$ cat src/rtl/fetch_ctrl.sv
// Instruction fetch controller: steps the external pc register, fetches words over a
// req/ready memory handshake and hands them to decode, absorbing branch/jump redirects.
module fetch_ctrl #(
   parameter int                ADDR_W   = 32,
   parameter logic [ADDR_W-1:0] RESET_PC = '0,
   parameter int                INC      = 4
) (
   input  logic              clk,
   input  logic              rst_n,
   input  logic [ADDR_W-1:0] pc_cur,
   output logic [ADDR_W-1:0] pc_next,
   output logic              imem_req,
   output logic [ADDR_W-1:0] imem_addr,
   input  logic              imem_ready,
   input  logic [ADDR_W-1:0] imem_rdata,
   output logic [ADDR_W-1:0] instr,
   output logic              instr_valid,
   input  logic              instr_ready,
   input  logic              redirect,
   input  logic [ADDR_W-1:0] redirect_pc
);

   typedef enum logic [1:0] {
      FETCH = 2'd0,
      OUT   = 2'd1,
      FLUSH = 2'd2
   } state_t;

   localparam logic [ADDR_W-1:0] INC_W = ADDR_W'(INC);

   state_t            state;
   logic [ADDR_W-1:0] flush_addr;

   // The pc register has no reset of its own, so reset must act on pc_next and the
   // memory request immediately rather than waiting for a clock edge.
   always_comb begin
      imem_req  = 1'b0;
      imem_addr = pc_cur;
      pc_next   = pc_cur;
      if (!rst_n) begin
         imem_addr = RESET_PC;
         pc_next   = RESET_PC;
      end else begin
         imem_req = (state != OUT);
         if (state == FLUSH)
            imem_addr = flush_addr;
         if (redirect)
            pc_next = redirect_pc;
         else if (state == FETCH && imem_ready)
            pc_next = pc_cur + INC_W;
      end
   end

   // A redirect during a stalled fetch parks the old address in flush_addr so the
   // request stays stable until memory answers and the stale word is dropped.
   always_ff @(posedge clk or negedge rst_n) begin
      if (!rst_n) begin
         state       <= FETCH;
         flush_addr  <= '0;
         instr       <= '0;
         instr_valid <= 1'b0;
      end else begin
         case (state)
            FETCH: begin
               if (redirect) begin
                  instr_valid <= 1'b0;
                  if (!imem_ready) begin
                     flush_addr <= pc_cur;
                     state      <= FLUSH;
                  end
               end else if (imem_ready) begin
                  instr       <= imem_rdata;
                  instr_valid <= 1'b1;
                  state       <= OUT;
               end
            end
            OUT: begin
               if (redirect || instr_ready) begin
                  instr_valid <= 1'b0;
                  state       <= FETCH;
               end
            end
            FLUSH: begin
               if (redirect)
                  instr_valid <= 1'b0;
               if (imem_ready)
                  state <= FETCH;
            end
            default: begin
               instr_valid <= 1'b0;
               state       <= FETCH;
            end
         endcase
      end
   end

endmodule

$ cat config.mk
export PLATFORM = sky130hd
export DESIGN_NAME = fetch_ctrl
export DESIGN_NICKNAME = d
export VERILOG_FILES = /design/src/rtl/fetch_ctrl.sv
export SDC_FILE = /design/constraint.sdc
export NUM_CORES = 1
export LEC_CHECK = 0
export BUFFER_PORTS_ARGS = -buffer_cell sky130_fd_sc_hd__buf_2
export CAP_MARGIN = 10
export CELL_PAD_IN_SITES_DETAIL_PLACEMENT = 2
export CELL_PAD_IN_SITES_GLOBAL_PLACEMENT = 2
export CORE_UTILIZATION = 28
export CTS_BUF_LIST = sky130_fd_sc_hd__clkbuf_4 sky130_fd_sc_hd__clkbuf_8
export DETAILED_ROUTE_END_ITERATION = 12
export GPL_TIMING_DRIVEN = 0
export HOLD_SLACK_MARGIN = 0.12
export PLACE_DENSITY = 0.82
export RECOVER_POWER = 100
export SLEW_MARGIN = 20
export SYNTH_ARGS = -nofsm -noshare
export SYNTH_HDL_FRONTEND = slang
export SYNTH_SLANG_ARGS = --single-unit
$ cat constraint.sdc
create_clock -name clk -period 2.05 [get_ports clk]
set_clock_uncertainty 0.05 [all_clocks]
set_input_delay 0.1025 -clock clk [delete_from_list [all_inputs] [get_ports clk]]
set_output_delay 0.1025 -clock clk [all_outputs]
set_load 0.1 [all_outputs]
==> results of run 1 <==
==> timing repair <==
action,in CTS
endpoints found under the hold margin,133
hold buffers,72
setup endpoints to repair,124
cloned,1
setup buffers,11
resized for setup,292
pin swaps,13
==> logic make-up after synthesis <==
| kind of cell | after synthesis |
|---|---|
| compound gates | 90 |
| fa+ha+maj | 1 |
| buf+inv | 37 |
| flops | 67 |
| xor+xnor | 27 |
| mux | 68 |
| simple gates | 148 |
==> cell usage after synthesis, drive strengths merged (3+ instances only) <==
cell type / number / area (um^2)
a21boi: 33 / 248
a21oi: 21 / 105
and2: 5 / 31.3
and3: 5 / 32.5
and4: 3 / 27.5
buf: 10 / 61.3
clkbuf: 19 / 82.6
dfrtp: 67 / 1680
inv: 6 / 22.5
mux2: 64 / 721
mux2i: 4 / 40.0
nand2: 82 / 308
nand2b: 3 / 18.8
nand3: 15 / 100
nand4: 7 / 65.1
nor2: 4 / 15.0
nor3: 11 / 75.1
nor4: 5 / 52.6
o21ai: 29 / 145
xnor2: 18 / 158
xor2: 9 / 78.8
==> per-stage QoR <==
step	hold WS, ns	cells
floorplan	-0.243	438
global placement	0.270	818
detailed placement	-0.0189	819
CTS	0.0977	917
==> run summary, run 1 <==
outcome -> stopped before the end
failing step -> 5_1_grt
stop err -> [ERROR DPL-0033] detailed placement checks failed during check placement.
I/O Buffers -> 196
FP Rows -> 44
die height -> 125 um
mux share of post-synthesis cell area -> 0.180
Post-synth ARST share -> 1.00
Setup WS pre-CTS -> -0.723 ns
root buf cell -> clkbuf_8
clock buffer depth -> 2
Crit. endpoint post-GRT repair -> pc_next[22]
Sink Count -> 67
Max H-tree Level -> 3
Synth Register Bits -> 67
Syn Area/Cell -> 9.67 um^2
Placer Congestion -> 0.745
initial antenna violation count -> 5
Adder-Cell Fraction of Synth Area -> 0.00296
Worst-path end type -> top-level output
Seq/Total Area, Yosys -> 0.396
total CTS buffers -> 9
Initial Util -> 0.289
post-synthesis cell count -> 438
Post-synth top flop -> dfrtp_1
Synth Area in XOR/XNOR -> 0.0559
Synth Area in Simple Gates -> 0.191
Synth Net Count -> 540
area post-placement -> 0.00615 mm^2
IO Pins -> 199
dpl hpwl -> 13800 um
Die W -> 125 um
EDFF count, synth -> 0
Yosys Warn Count -> 0
largest net degree at the start of global routing -> 50
Synth Area in Compound Gates -> 0.131
synthesized area -> 0.00423 mm^2
Yosys cell types -> 51
main combinational cell family by area after synthesis -> simple AND/OR/NAND/NOR gates
==> run 2, diff against run 1 <==
==> config.mk (replaced) <==
export PLATFORM = sky130hd
export DESIGN_NAME = fetch_ctrl
export DESIGN_NICKNAME = d
export VERILOG_FILES = /design/src/rtl/fetch_ctrl.sv
export SDC_FILE = /design/constraint.sdc
export NUM_CORES = 1
export LEC_CHECK = 0
export BUFFER_PORTS_ARGS = -buffer_cell sky130_fd_sc_hd__buf_2
export CAP_MARGIN = 10
export CORE_UTILIZATION = 40
export DETAILED_ROUTE_END_ITERATION = 12
export GPL_TIMING_DRIVEN = 0
export PLACE_DENSITY_LB_ADDON = 0.15
export RECOVER_POWER = 100
export SLEW_MARGIN = 20
export SYNTH_ARGS = -nofsm -noshare
export SYNTH_HDL_FRONTEND = slang
export SYNTH_SLANG_ARGS = --single-unit
==> run summary, run 2 <==
register cell area after layout -> 0.00168 mm^2
Final Hold Viols -> 0
Post-synth ARST share -> 1.00
GR Overflow Total -> 0
multi-input logic area -> 0.00333 mm^2
Die Area -> 0.0110 mm^2
Worst Path Arrival -> 2.26 ns
die height -> 105 um
Comb pwr share -> 0.576
synthesized area -> 0.00423 mm^2
Synth Area in Simple Gates -> 0.191
1st-iter DRT viols -> 184
slowest stage cell, crit path -> dfrtp_1
remaining antenna violation count after routing -> 0
Adder-Cell Fraction of Synth Area -> 0.00296
I/O Buffers -> 196
outcome -> finished, violations left
mux share of post-synthesis cell area -> 0.180
initial antenna violation count -> 1
WL/cell -> 18.3 um
highest clock rate -> 0.414 GHz
Worst Hold Launch -> pc_cur[1]
Hold/Removal Path Class -> primary input to flip-flop
area leader, netlist -> dfrtp_1
cell mode on critical path -> buf_6
type of the worst setup path -> flip-flop to primary output
largest cells by area after synthesis -> dfrtp_1, mux2_2, nand2_1, a21boi_0, xnor2_1
Slew HR -> 0.0938
most common library cells after synthesis -> nand2_1, dfrtp_1, mux2_2
top-count cell post-synth -> nand2_1
Final nets -> 811
share of cells above drive strength 1 -> 0.569
Synth Register Bits -> 67
Yosys cell types -> 51
P_sw -> 0.00372 W
root buf cell -> clkbuf_8
Post-synth top flop -> dfrtp_1
crit start category -> flip-flop
post-synthesis cell count -> 438
peak supply drop -> 899 uV
later-pin clock latency in the skew report -> 0.34 ns
main combinational cell family by area after synthesis -> simple AND/OR/NAND/NOR gates
Syn Area/Cell -> 9.67 um^2
Layout area overhead -> 87.4%
number of diodes -> 0
commonest non-fill, non-tap cells in the layout -> buf_2, nand2_1, dfrtp_1, mux2_2, dlygate4sd3_1
CP endpoint kind -> primary output
Pwr Density -> 902 mW/mm^2
min setup slack post-route -> -0.364 ns
area post-placement -> 0.00609 mm^2
Placer Congestion -> 0.751
gr usage total -> 0.280
via count -> 4562
setup violators final -> 68
Static Leak -> 3.52 nW
Final TNS setup -> -12.93 ns
Seq/Total Area, Yosys -> 0.396
clock buffer depth -> 2
cells along the critical path -> buf_6 -> and4bb_4 -> nand3_4 -> buf_6 -> nor3_4 -> xnor2_2 -> a21oi_4 -> buf_12
dpl hpwl -> 10000 um
Die W -> 105 um
Power Internal -> 0.00344 W
vias in the first global route -> 4729
Clock Pin Slew Worst Setup and Hold Paths -> 0.07 ns
CTS tree -> built
Final Max Slew Viols -> 0
crit path buf inv count -> 3
Largest delay share family, worst path -> simple AND/OR/NAND/NOR gates
fill cell count -> 664
max-cap viol count -> 0
Hold Path Cell Cnt -> 2
switch share -> 0.519
largest net degree at the start of global routing -> 54
Max H-tree Level -> 3
Top Registers -> flush_addr: 32 flops, instr: 32 flops, state: 2 flops
Worst Path Required -> 1.90 ns
Sink Count -> 67
total CTS buffers -> 9
Critical path origin -> state[0]
FP Rows -> 37
EDFF count, synth -> 0
first drt pass iteration count -> 5
vias per cell -> 5.37
Synth top area share -> 0.396
Yosys Warn Count -> 0
sequential share of power -> 0.262
area of the core -> 0.0103 mm^2
Post-Route WL -> 15600 um
Critical Path Stages -> 8
RSZ-0062 raised after global routing -> yes
violated checks -> setup timing
Max stage delay on crit path -> 0.39 ns
most common cell after layout, fill and taps aside -> buf_2
Reg2Reg Depth -> 5
first-pass GRT wire length -> 24100 um
utilization after layout -> 0.772
Final Cycle Share -> 1.18
Synth Area in XOR/XNOR -> 0.0559
CP Max Fanout -> 8
Least-Margin Pin Slew -> 1.36 ns
Clock power frac -> 0.162
critical register-to-register path startpoint -> state[0]
Synth Net Count -> 540
DRC violations left -> 0
post-layout min period -> 2.41 ns
fin area -> 0.00793 mm^2
Synth Area in Compound Gates -> 0.131
IO Pins -> 199
Initial Util -> 0.412
-- run 2: cell counts after synthesis --
Identical to the previous run, type by type.
-- run 2: kinds of logic after synthesis --
logic type	count (synthesis)
compound gates	90
xor+xnor	27
fa+ha+maj	1
buf+inv	37
flops	67
mux	68
simple gates	148
-- run 2: worst paths after layout --
path | to | slack, ns
min in group asynchronous | flush_addr[25] | 0.35
min | flush_addr[1] | 0.01
min reg2reg | instr[31] | 0.44
max in group asynchronous | state[1] | 0.14
max | pc_next[21] | -0.36
max reg2reg | flush_addr[5] | -0.20
-- run 2: final cells by class --
cell class,instances,area share
plain buffers,30,0.0265
clock buffers,13,0.0200
clock inverters,3,0.00584
inverters,6,0.00284
multi-input cells,335,0.420
flip-flops and latches,67,0.211
well taps,136,0.0214
repair buffers,260,0.292
-- run 2: power groups by stage --
stage	Combinational (W)	Clock (W)	Sequential [W]
global route	0.00426	0.00122	0.00192
finish	0.00412	0.00116	0.00188
CTS	0.00395	0.00118	0.00187
detailed placement	0.00366	0	0.00189
floorplan	0.00172	0	0.00319
global placement	0.00361	0	0.00186
-- run 2: metal layers --
metal	up-vias	part of all wire	global-route usage
li1	2084	-	-
met1	2265	0.39	0.338
met2	179	0.52	0.482
met3	34	0.067	0.0636
met4	0	0.026	0.113
met5	-	0	0
-- run 2: per-stage QoR --
step	power, W	hold WS, ns	setup WS, ns	cells
2_1_floorplan	0.00491	-0.243	-0.288	438
3_3_place_gp	0.00548	0.268	-1.10	770
3_5_place_dp	0.00555	-0.0580	-0.461	771
4_1_cts	0.00699	0.000415	-0.336	837
5_1_grt	0.00740	0.0168	-0.421	850
6_report	0.00716	0.0133	-0.364	850
-- run 2: repair_timing --
action	4_1_cts	5_1_grt
endpoints found under the setup margin	123	122
cloned	1	0
pin swaps	16	18
endpoints found under the hold margin	104	0
buffers inserted	9	15
gates resized for setup	187	120
hold buffers	40	0
No activity file was read; power rests on OpenSTA's default activity.
